<file path="config.mk">
export PLATFORM = sky130hd
export DESIGN_NAME = icache_flat
export DESIGN_NICKNAME = d
export VERILOG_FILES = /design/src/rtl/icache_if.sv /design/src/rtl/icache.sv /design/src/flat_wrapper.sv
export SDC_FILE = /design/constraint.sdc
export NUM_CORES = 1
export LEC_CHECK = 0
export ABC_AREA = 1
export CORE_ASPECT_RATIO = 1.1
export CORE_MARGIN = 5
export CORE_UTILIZATION = 35
export DETAILED_ROUTE_END_ITERATION = 6
export PLACE_DENSITY = 0.52
export RECOVER_POWER = 100
export SLEW_MARGIN = 20
export SYNTH_ARGS = -nofsm -noshare
export SYNTH_HDL_FRONTEND = slang
export SYNTH_SLANG_ARGS = --single-unit
export TNS_END_PERCENT = 1
</file>
<file path="constraint.sdc">
create_clock -name CLK -period 3.25 [get_ports CLK]
set_input_delay 0.4875 -clock CLK [delete_from_list [all_inputs] [get_ports CLK]]
set_output_delay 0.4875 -clock CLK [all_outputs]
set_load 0.02 [all_outputs]
</file>
<file path="src/rtl/icache_if.sv">
// Bus between the instruction cache, the datapath fetch stage and the memory controller.
// The slave modport is the cache; the master modport is the surrounding system.
interface icache_if;
  logic        imemREN;
  logic [31:0] imemaddr;
  logic [31:0] imemload;
  logic        ihit;
  logic        iREN;
  logic [31:0] iaddr;
  logic [31:0] iload;
  logic        iwait;

  modport slave (
    input  imemREN, imemaddr, iload, iwait,
    output imemload, ihit, iREN, iaddr
  );

  modport master (
    output imemREN, imemaddr, iload, iwait,
    input  imemload, ihit, iREN, iaddr
  );
endinterface

</file>
<file path="src/rtl/icache.sv">
// Direct-mapped instruction cache: 16 one-word frames, zero-latency hits,
// blocking single-word refill from the memory controller.
module icache (
  input  logic     CLK,
  input  logic     nRST,
  icache_if.slave  bus
);
  typedef enum logic {IDLE, FILL} state_t;

  state_t      state_q, state_d;
  logic [31:0] miss_addr_q, miss_addr_d;
  logic        valid_q [16];
  logic        valid_d [16];
  logic [25:0] tag_q   [16];
  logic [25:0] tag_d   [16];
  logic [31:0] data_q  [16];
  logic [31:0] data_d  [16];

  logic [3:0]  req_idx;
  logic [3:0]  fill_idx;
  logic        hit;

  assign req_idx  = bus.imemaddr[5:2];
  assign fill_idx = miss_addr_q[5:2];
  assign hit      = (state_q == IDLE) && bus.imemREN && valid_q[req_idx]
                    && (tag_q[req_idx] == bus.imemaddr[31:6]);

  always_comb begin
    state_d      = state_q;
    miss_addr_d  = miss_addr_q;
    valid_d      = valid_q;
    tag_d        = tag_q;
    data_d       = data_q;
    bus.ihit     = hit;
    bus.imemload = hit ? data_q[req_idx] : 32'h0;
    bus.iREN     = 1'b0;
    bus.iaddr    = bus.imemaddr;
    case (state_q)
      IDLE: begin
        if (bus.imemREN && !hit) begin
          miss_addr_d = bus.imemaddr;
          state_d     = FILL;
        end
      end
      FILL: begin
        // The fill runs off the latched address, so a flush on the fetch side cannot redirect it.
        bus.iREN  = 1'b1;
        bus.iaddr = miss_addr_q;
        if (!bus.iwait) begin
          valid_d[fill_idx] = 1'b1;
          tag_d[fill_idx]   = miss_addr_q[31:6];
          data_d[fill_idx]  = bus.iload;
          state_d           = IDLE;
        end
      end
      default: state_d = IDLE;
    endcase
  end

  always_ff @(posedge CLK or negedge nRST) begin
    if (!nRST) begin
      state_q     <= IDLE;
      miss_addr_q <= 32'h0;
      for (int i = 0; i < 16; i++) begin
        valid_q[i] <= 1'b0;
        tag_q[i]   <= 26'h0;
        data_q[i]  <= 32'h0;
      end
    end else begin
      state_q     <= state_d;
      miss_addr_q <= miss_addr_d;
      valid_q     <= valid_d;
      tag_q       <= tag_d;
      data_q      <= data_d;
    end
  end
endmodule

</file>
<file path="src/flat_wrapper.sv">
// flat-port wrapper written by rule: the top's interface ports become plain ports
module icache_flat 
  (CLK, nRST, bus_imemREN, bus_imemaddr, bus_iload, bus_iwait, bus_imemload, bus_ihit, bus_iREN, bus_iaddr);
  icache_if bus_i ();
  input  logic CLK;
  input  logic nRST;
  input wire logic [$bits(bus_i.imemREN)-1:0] bus_imemREN;
  input wire logic [$bits(bus_i.imemaddr)-1:0] bus_imemaddr;
  input wire logic [$bits(bus_i.iload)-1:0] bus_iload;
  input wire logic [$bits(bus_i.iwait)-1:0] bus_iwait;
  output wire logic [$bits(bus_i.imemload)-1:0] bus_imemload;
  output wire logic [$bits(bus_i.ihit)-1:0] bus_ihit;
  output wire logic [$bits(bus_i.iREN)-1:0] bus_iREN;
  output wire logic [$bits(bus_i.iaddr)-1:0] bus_iaddr;
  assign bus_i.imemREN = bus_imemREN;
  assign bus_i.imemaddr = bus_imemaddr;
  assign bus_i.iload = bus_iload;
  assign bus_i.iwait = bus_iwait;
  assign bus_imemload = bus_i.imemload;
  assign bus_ihit = bus_i.ihit;
  assign bus_iREN = bus_i.iREN;
  assign bus_iaddr = bus_i.iaddr;
  icache u_core (.CLK(CLK), .nRST(nRST), .bus(bus_i));
endmodule
</file>
==> results.yml, run 1 <==
routing:
  drc_errors: 0
  dr.pass1.iters: 5
  wirelength_um: 154000
  vias_per_cell: 5.24
  drt_iter0_drc: 3586
  wl_per_cell_um: 20.9
  vias: 38556
  final_antenna_net_count: 0
placed_design:
  gp_congestion: 0.843
  io_buffers: 133
  post-place-ws_ns: -0.813
  dpl.hpwl_um: 92300
  place_area_mm2: 0.0496
  post-place-cells: 7160
cts:
  clkTransAtPathRegs_ns: 0.06
  cts_buffer_depth: 3
  cts_tree: "done"
  clk_latency_ns: 0.70
  root_buffer: "clkbuf_16"
  cts_buffers: 109
  clock-sinks: 977
  cts-htree-levels: 3
  cts_setup_buffers: 0
critical_path:
  path_depth: 15
  worst_ep_required_time_ns: 2.76
  path_class: "in -> out"
  crit_top_cell: "nand3_1"
  reg2reg_depth: 8
  slowest_stage: "buf_12"
  crit_path_max_incr_delay_ns: 0.26
  critical_path_buf_inv_count: 5
  critPathMaxFanout: 31
  critPathTopFamily: "simple AND/OR/NAND/NOR gates"
  worstPathCellList: "clkbuf_8 -> buf_4 -> buf_12 -> nand3_1 -> nand3_1 -> nand3_1 -> nand3_1 -> nand4_1 -> nor3_1 -> nand2_1 -> nor2_4 -> nand2_4 -> buf_12 -> nor2_1 -> buf_4"
  critPathLaunchType: "primary input"
  critPathArrivalTime_ns: 2.94
  worstSetupEndpointType: "output pin"
die:
  dieArea_mm2: 0.135
  fp.coreArea_mm2: 0.127
  die_x_um: 350
  pin_count: 134
  dieHeight_um: 384
  initial_core_util: 0.352
  fp-row-count: 137
sta:
  finalMaxSlewViolations: 115
  relSlewSlack: -0.212
  finalHoldViolCount: 0
  setup_violations: 33
  worstMarginPinSlew_ns: 1.81
  rsz0062_at_grt: "yes"
  fin_skew_ns: 0.0343
  max_freq_ghz: 0.291
  finalCritPeriodShare: 1.06
  setup_slack_ns: -0.181
  fin_crit_ns: 3.43
  setup_tns_ns: -4.56
  hold_slack_ns: 0.378
synth:
  synth_xor_area_frac: 0
  yosys_warnings: 0
  synth_area_per_cell_um2: 8.08
  ys_seq_area_frac: 0.548
  synth_compound_area_frac: 0.180
  synthAdderAreaFrac: 0
  yosys.area_share.simple: 0.208
  ys_types: 27
  synthCells: 5519
  synth_top_family_by_area: "simple AND/OR/NAND/NOR gates"
  syn_area_mm2: 0.0446
  synthesis.nets: 5587
  ys_seq_elements: 977
  synthMuxAreaShare: 0
cells_and_area:
  area_delta_synth_final_pct: 17.9
  final_core_util: 0.415
  nFillCells: 12995
  stdcell_count: 7364
  post-route-cell-area_mm2: 0.0526
  fin_nets: 5675
  antenna_cells: 0
  drive_above_1_share: 0.0939
global_routing:
  grt_max_degree: 129
  grt_pass1_wl_um: 236000
  grt_antenna_before_repair: 0
  grt-ovfl-total: 0
  grt_usage: 0.226
  first_global_vias: 37434
run_status:
  status: "finished with violations"
  violations: "max-capacitance violations, max-slew violations, negative setup slack"
power_and_ir_drop:
  p_switching_mw: 13.0
  ir_worst_vdd_mv: 0.517
  p_leak_nw: 24.6
  clockPowerShare: 0.309
  sw_frac_of_total: 0.317
  p_per_area_mw_per_mm2: 780
  power_mw: 41.0
  p_comb_frac: 0.215
  internal_power_mw: 28.0
  seqPwrFrac: 0.476
hold_path:
  hold_class: "in -> reg"
  holdPathStages: 3
run:
  maxCapViolations: 3
power groups by stage:
stage	combinational (mW)	clock [mW]	sequential (mW)
floorplan	6.32	0	18.9
global placement	8.81	0	19.5
detailed placement	9.02	0	19.6
CTS	9.07	13.0	19.5
global route	10.3	13.5	20.1
finish	8.82	12.7	19.5
layer usage:
layer | global-route usage | vias up | part of all wire
met4 | 0.0681 | 0 | 0.030
met3 | 0.0292 | 223 | 0.051
met2 | 0.380 | 980 | 0.48
li1 | - | 18363 | -
met5 | 0 | - | 0
met1 | 0.306 | 18990 | 0.44
state kept, by name, indices dropped and copies added, names as in the netlist:
name                flops
u_core.valid_q         16
u_core.tag_q          416
u_core.miss_addr_q     32
u_core.state_q          1
u_core.data_q         512
repair_timing:
action                                  4_1_cts  5_1_grt
endpoints found under the setup margin       42       35
hold buffers                                  1        0
gates resized for setup                     187       18
gates cloned                                  1        2
pin swaps                                     5        6
hold endpoints to repair                     45        0
cell usage in the layout (no fill, tap or decap), types with 10 or more instances in the layout:
master           synthesis  final
o21ai_0               1014   1011
clkbuf_4                 0     26
nand3_1                296    286
clkbuf_16                0    112
nor2_1                 176    161
a21oi_1                243    242
buf_12                   0     33
a221oi_1               106    106
clkinv_2                 0     15
inv_1                  250    248
o31ai_1                 29     29
buf_4                   15    205
clkbuf_8                 0     31
buf_6                    8     21
dfrtp_1                977    976
o211ai_1                36     36
a311o_1                 22     22
dlygate4sd3_1            0     26
nand3_2                  0     10
clkbuf_2                 0     32
nand2_1               1867   1863
o21ai_1                 15     18
clkdlybuf4s50_1          0     70
clkbuf_1               354     50
nor2_2                   0     13
layout make-up:
class,count,area (um2),share of cell area
flip-flops and latches,977,24400,0.465
multi-input cells,3825,17400,0.331
repair buffers,441,4010,0.0762
clock buffers,172,3280,0.0623
well taps,1668,2090,0.0397
inverters,253,977,0.0186
clock inverters,28,395,0.00752
final timing paths:
| kind | end | start | slack, ns |
|---|---|---|---|
| max in group asynchronous | u_core.data_q[441] | nRST | 0.32 |
| min | u_core.miss_addr_q[0] | bus_imemaddr[0] | 0.38 |
| max reg2reg | u_core.tag_q[324] | u_core.state_q | 0.07 |
| min in group asynchronous | u_core.data_q[416] | nRST | 0.81 |
| max | bus_imemload[5] | bus_imemaddr[3] | -0.18 |
| min reg2reg | u_core.valid_q[14] | u_core.valid_q[14] | 0.45 |
synth_stat cells (all sizes together):
cell type     n  area share
clkbuf      354       0.030
nand3b        2     0.00034
nor3          2     0.00022
buf         110       0.013
or2           4     0.00056
a21oi       243       0.027
o211ai       36      0.0061
dfrtp       977        0.55
clkinv        1    0.000084
o21ai      1029        0.12
nor4          2     0.00028
nand4         6     0.00084
a311o        22      0.0049
nor2        176       0.015
inv         252       0.021
nand3       296       0.033
o31ai        29      0.0049
nand2      1869        0.16
a221oi      106       0.021
o32ai         3     0.00059
cell families (layout without fill, tap and decap cells):
| kind of cell | after synthesis | count (layout) |
|---|---|---|
| simple gates | 2357 | 2357 |
| flops | 977 | 977 |
| compound gates | 1468 | 1468 |
| buf+inv | 717 | 894 |
tightest hold or removal path, delay by kind of cell:
kind                   cells  cell delay (ns)
buffers and inverters      1             0.42
AND/OR/NAND/NOR            2             0.14
Note: power is estimated with default switching activity, not from simulation.
==> run 2, diff against run 1 <==
CELL_PAD_IN_SITES_DETAIL_PLACEMENT = 0   (was unset)
CELL_PAD_IN_SITES_GLOBAL_PLACEMENT = 2   (was unset)
MAX_ROUTING_LAYER = met4   (was unset)
PLACE_DENSITY = 0.77   (was 0.52)
==> run 2 against run 1 <==
  * The flow still finishes with violations (max-capacitance violations, max-slew violations, negative setup slack)
  * Combinational power barely moved
  * Non-clock buffer count down 14
  * Via count is 1.3% lower
  * Sequential power hardly changed
  * Utilization grew 0.087 points
  * Worst hold slack worse by 0.059 ns
  * Sequential share of layout area down 0.097 points
==> results.yml, run 2 (synthesized netlist as in run 1, its figures left out) <==
sta:
  finalMaxSlewViolations: 498
  fin_skew_ns: 0.0331
  setup_slack_ns: -0.181
  finalHoldViolCount: 0
  worstMarginPinSlew_ns: 1.89
  rsz0062_at_grt: "yes"
  setup_violations: 34
  hold_slack_ns: 0.319
  setup_tns_ns: -4.73
  max_freq_ghz: 0.291
  relSlewSlack: -0.261
  fin_crit_ns: 3.43
  finalCritPeriodShare: 1.06
cts:
  cts_buffers: 111
  cts-htree-levels: 3
  cts_buffer_depth: 3
  clkTransAtPathRegs_ns: 0.06
  clock-sinks: 977
  cts_tree: "done"
  root_buffer: "clkbuf_16"
  clk_latency_ns: 0.72
critical_path:
  r2r_start: "u_core.state_q"
  worst_ep_required_time_ns: 2.76
  reg2reg_slack_ns: 0.06
  crit_top_cell: "nand3_1"
  critPathArrivalTime_ns: 2.94
  path_class: "reg -> out"
  r2r-end: "u_core.data_q[159]"
  crit_path_max_incr_delay_ns: 0.34
  worstPathCellList: "inv_1 -> nand2_1 -> nand3_1 -> nand3_1 -> nand3_1 -> nand3_1 -> nand4_1 -> nor2_2 -> nand3b_1 -> nor2_2 -> nand2_2 -> buf_12 -> nor2_1 -> buf_4"
  slowest_stage: "dfrtp_1"
  reg2reg_depth: 8
  critPathLaunchType: "flop"
  worstSetupEndpointType: "output pin"
  critPathMaxFanout: 33
hold_path:
  holdPathEnd: "u_core.miss_addr_q[5]"
  holdPathStages: 4
  hold_class: "in -> reg"
  worst_hold_startpoint: "bus_imemaddr[5]"
die:
  fp.coreArea_mm2: 0.127
  initial_core_util: 0.352
  pin_count: 134
  dieArea_mm2: 0.135
  dieHeight_um: 384
  die_x_um: 350
  fp-row-count: 137
power_and_ir_drop:
  p_per_area_mw_per_mm2: 785
  power_mw: 41.4
  p_switching_mw: 13.0
  internal_power_mw: 28.4
  p_leak_nw: 24.7
  clockPowerShare: 0.317
  p_comb_frac: 0.213
  seqPwrFrac: 0.470
  sw_frac_of_total: 0.315
  ir_worst_vdd_mv: 0.460
placed_design:
  gp_congestion: 0.790
  dpl.hpwl_um: 93600
  io_buffers: 133
  place_area_mm2: 0.0495
global_routing:
  grt_usage: 0.238
  grt-ovfl-total: 0
  first_global_vias: 37258
  grt_max_degree: 118
  grt_antenna_before_repair: 1
  grt_pass1_wl_um: 240000
cells_and_area:
  regArea_mm2: 0.0244
  largest_reg_flops: 512
  fin_nets: 5663
  area_delta_synth_final_pct: 18.2
  post-route-cell-area_mm2: 0.0527
  reg_top3: "u_core.data_q x512, u_core.tag_q x416, u_core.miss_addr_q x32"
  final_core_util: 0.416
  multi_input_area_mm2: 0.0174
  final_common_cell: "nand2_1"
  nFillCells: 13043
  mostFrequentLayoutCells: "nand2_1 (1865), o21ai_0 (1013), dfrtp_1 (976), nand3_1 (283), inv_1 (247)"
  drive_above_1_share: 0.0943
  regMostFlops: "u_core.data_q"
run:
  maxCapViolations: 11
run_status:
  status: "finished with violations"
  violations: "max-capacitance violations, max-slew violations, negative setup slack"
routing:
  wl_per_cell_um: 21.3
  wirelength_um: 156000
  vias: 38049
  drc_errors: 0
  drt_iter0_drc: 3157
  final_antenna_net_count: 0
  dr.pass1.iters: 5
  vias_per_cell: 5.17
==> run 2: worst max path at each step <==
stage | start | slack, ns | to | cells after the start
2_1_floorplan | bus_imemaddr[2] | 0.44 | bus_imemload[13] | 17
3_3_place_gp | bus_imemaddr[2] | -0.75 | bus_imemload[30] | 17
3_5_place_dp | bus_imemaddr[2] | -0.75 | bus_imemload[18] | 17
4_1_cts | u_core.tag_q[331] | -0.25 | bus_imemload[18] | 15
5_1_grt | bus_imemaddr[2] | -0.37 | bus_imemload[3] | 17
6_report | u_core.tag_q[369] | -0.18 | bus_imemload[31] | 14
==> run 2: final cells by class <==
class,count,area share
Tap cell,1668,0.0396
Sequential cell,977,0.464
Timing Repair Buffer,427,0.0751
Clock inverter,42,0.0102
Multi-Input combinational cell,3825,0.330
Clock buffer,161,0.0625
Antenna cell,1,0.0000475
Inverter,253,0.0185
==> run 2: repair_timing <==
item,in CTS,in global routing
setup buffers,0,0
gates resized for setup,176,12
endpoints found under the setup margin,39,33
hold buffers,1,0
pin swaps,2,2
endpoints found under the hold margin,26,0
==> run 2: power by group through the flow <==
stage / combinational, mW / sequential (mW) / clock, mW
4_1_cts: 9.06 / 19.4 / 13.5
2_1_floorplan: 6.32 / 18.9 / 0
3_3_place_gp: 8.82 / 19.5 / 0
5_1_grt: 10.4 / 20.0 / 14.0
3_5_place_dp: 9.03 / 19.6 / 0
6_report: 8.79 / 19.5 / 13.1
==> run 2: stage by stage <==
stage | worst slack (ns) | std cells
3_3_place_gp | -0.748 | 7149
6_report | -0.181 | 7354
3_5_place_dp | -0.748 | 7149
2_1_floorplan | 0.438 | 5519
5_1_grt | -0.367 | 7354
4_1_cts | -0.250 | 7353
==> run 2: worst max-delay path, delay by kind of cell, from the launching register on <==
family        cells  cell delay, ns
simple gates     11            1.47
buf+inv           3            0.41
flops             1            0.34
==> run 2: metal layers <==
layer | up-vias | GRT usage | wire length (um)
met2 | 818 | 0.389 | 75300
li1 | 18326 | - | -
met1 | 18714 | 0.319 | 71100
met5 | - | - | 0
met4 | 0 | 0.0618 | 3640
met3 | 191 | 0.0252 | 6210
==> run 3, diff against run 2 <==
REMOVE_ABC_BUFFERS = 1   (was unset)
==> run 3 against run 2 <==
  * The flow still finishes with violations (max-capacitance violations, max-slew violations, negative setup slack)
  * Clock skew down 0.0045 ns
  * Clock power up 4%
  * Power increased by 1.0%
  * Setup slack better by 0.050 ns
  * Clock-buffer cell count shrank 3
  * Fmax rose by 1.5%
  * Sequential share of layout area is 0.32 points lower
  * Combinational power hardly changed
  * Critical path type unchanged
  * Critical endpoint is now bus_imemload[23]
  * Highest routed layer unchanged
==> results.yml, run 3 (synthesized netlist as in run 1, its figures left out) <==
placed_design:
  io_buffers: 133
  post-place-ws_ns: -0.667
  dpl.hpwl_um: 88800
  post-place-cells: 7143
  gp_congestion: 0.798
  place_area_mm2: 0.0496
critical_path:
  crit_path_max_incr_delay_ns: 0.38
  path_class: "reg -> out"
  critical_path_buf_inv_count: 2
  worstPathCellList: "nor2_1 -> nor2_1 -> o21ai_0 -> nand3_1 -> nand3_1 -> nand3_1 -> a21oi_2 -> nand3b_1 -> nor2_2 -> nand2_4 -> buf_12 -> nor2_1 -> buf_4"
  worst_ep_required_time_ns: 2.76
  slowest_stage: "dfrtp_1"
  reg2reg_slack_ns: -0.01
  critPathLaunchType: "flop"
  worstSetupEndpointType: "output pin"
  critPathMaxFanout: 23
  critPathArrivalTime_ns: 2.89
  critPathTopFamily: "simple AND/OR/NAND/NOR gates"
cells_and_area:
  final_core_util: 0.419
  largest_reg_flops: 512
  area_delta_synth_final_pct: 19.0
  reg_top3: "u_core.data_q x512, u_core.tag_q x416, u_core.miss_addr_q x32"
  regMostFlops: "u_core.data_q"
  final_common_cell: "nand2_1"
  post-route-cell-area_mm2: 0.0531
  mostFrequentLayoutCells: "nand2_1 (1859), o21ai_0 (1013), dfrtp_1 (976), nand3_1 (290), inv_1 (248)"
  fin_nets: 5657
  drive_above_1_share: 0.0964
  stdcell_count: 7355
cts:
  cts_buffer_depth: 3
  cts_tree: "done"
  cts-htree-levels: 3
  cts_setup_buffers: 0
  cts_buffers: 111
  clk_latency_ns: 0.73
  clkTransAtPathRegs_ns: 0.06
  clock-sinks: 977
  root_buffer: "clkbuf_16"
sta:
  fin_crit_ns: 3.38
  max_freq_ghz: 0.296
  fin_skew_ns: 0.0286
  hold_slack_ns: 0.362
  setup_violations: 34
  rsz0062_at_grt: "yes"
  setup_slack_ns: -0.131
  finalMaxSlewViolations: 495
  finalCritPeriodShare: 1.04
  setup_tns_ns: -2.64
  finalHoldViolCount: 0
  relSlewSlack: -0.484
  worstMarginPinSlew_ns: 2.23
routing:
  vias: 38063
  wl_per_cell_um: 21.1
  drt_iter0_drc: 3225
  final_antenna_net_count: 0
  drc_errors: 0
  vias_per_cell: 5.18
  dr.pass1.iters: 6
  wirelength_um: 155000
power_and_ir_drop:
  ir_worst_vdd_mv: 0.519
  internal_power_mw: 28.7
  p_per_area_mw_per_mm2: 787
  p_comb_frac: 0.210
  clockPowerShare: 0.324
  sw_frac_of_total: 0.313
  power_mw: 41.8
  seqPwrFrac: 0.466
  p_switching_mw: 13.1
  p_leak_nw: 24.8
global_routing:
  grt_antenna_before_repair: 4
  grt_usage: 0.237
  first_global_vias: 37556
  grt_pass1_wl_um: 239000
  grt-ovfl-total: 0
  grt_max_degree: 118
die:
  dieHeight_um: 384
  fp.coreArea_mm2: 0.127
  fp-row-count: 137
  initial_core_util: 0.352
  dieArea_mm2: 0.135
  pin_count: 134
  die_x_um: 350
run_status:
  violations: "max-capacitance violations, max-slew violations, negative setup slack"
  status: "finished with violations"
run:
  maxCapViolations: 7
hold_path:
  hold_class: "in -> reg"
==> run 3: final cells by class <==
cell class                      count  area [um2]
Tap cell                         1668        2090
Timing Repair Buffer              421        4150
Sequential cell                   977       24400
Inverter                          253         972
Multi-Input combinational cell   3825       17500
Fill cell                       12940       73600
Clock inverter                     51         646
Antenna cell                        2        5.00
Clock buffer                      158        3330
==> run 3: what timing repair did <==
action,4_1_cts,5_1_grt
setup endpoints to repair,44,33
pin swaps,1,0
endpoints found under the hold margin,39,0
resized for setup,188,26
hold buffers,1,0
==> run 3: tightest hold or removal path: stages <==
cell             delay [ns]
clkdlybuf4s50_1        0.43
nand3_1                0.09
nand2_1                0.05
==> run 3: worst paths after layout <==
| path | start | to | depth (start not counted) |
|---|---|---|---|
| worst min register to register | u_core.valid_q[12] | u_core.valid_q[12] | 2 |
| min in group asynchronous | nRST | u_core.tag_q[221] | 2 |
| max in group asynchronous | nRST | u_core.data_q[407] | 3 |
| worst max register to register | u_core.state_q | u_core.tag_q[44] | 7 |
| worst max-delay path | u_core.tag_q[30] | bus_imemload[23] | 13 |
| worst min-delay path | bus_imemaddr[0] | u_core.miss_addr_q[0] | 3 |
==> run 3: per-layer routing <==
layer	wire length [um]	GRT usage	vias to the layer above
met5	0	-	-
met4	4060	0.0674	0
met3	6510	0.0273	201
met2	73000	0.381	843
met1	71900	0.319	18703
li1	-	-	18316
==> run 3: power by group through the flow <==
stage	combinational [mW]	clock [mW]	sequential [mW]
after global placement	8.78	0	19.5
after detailed placement	8.99	0	19.5
after global routing	10.4	14.3	20.0
after floorplan	6.03	0	19.0
after CTS	9.03	13.9	19.4
final	8.78	13.6	19.5
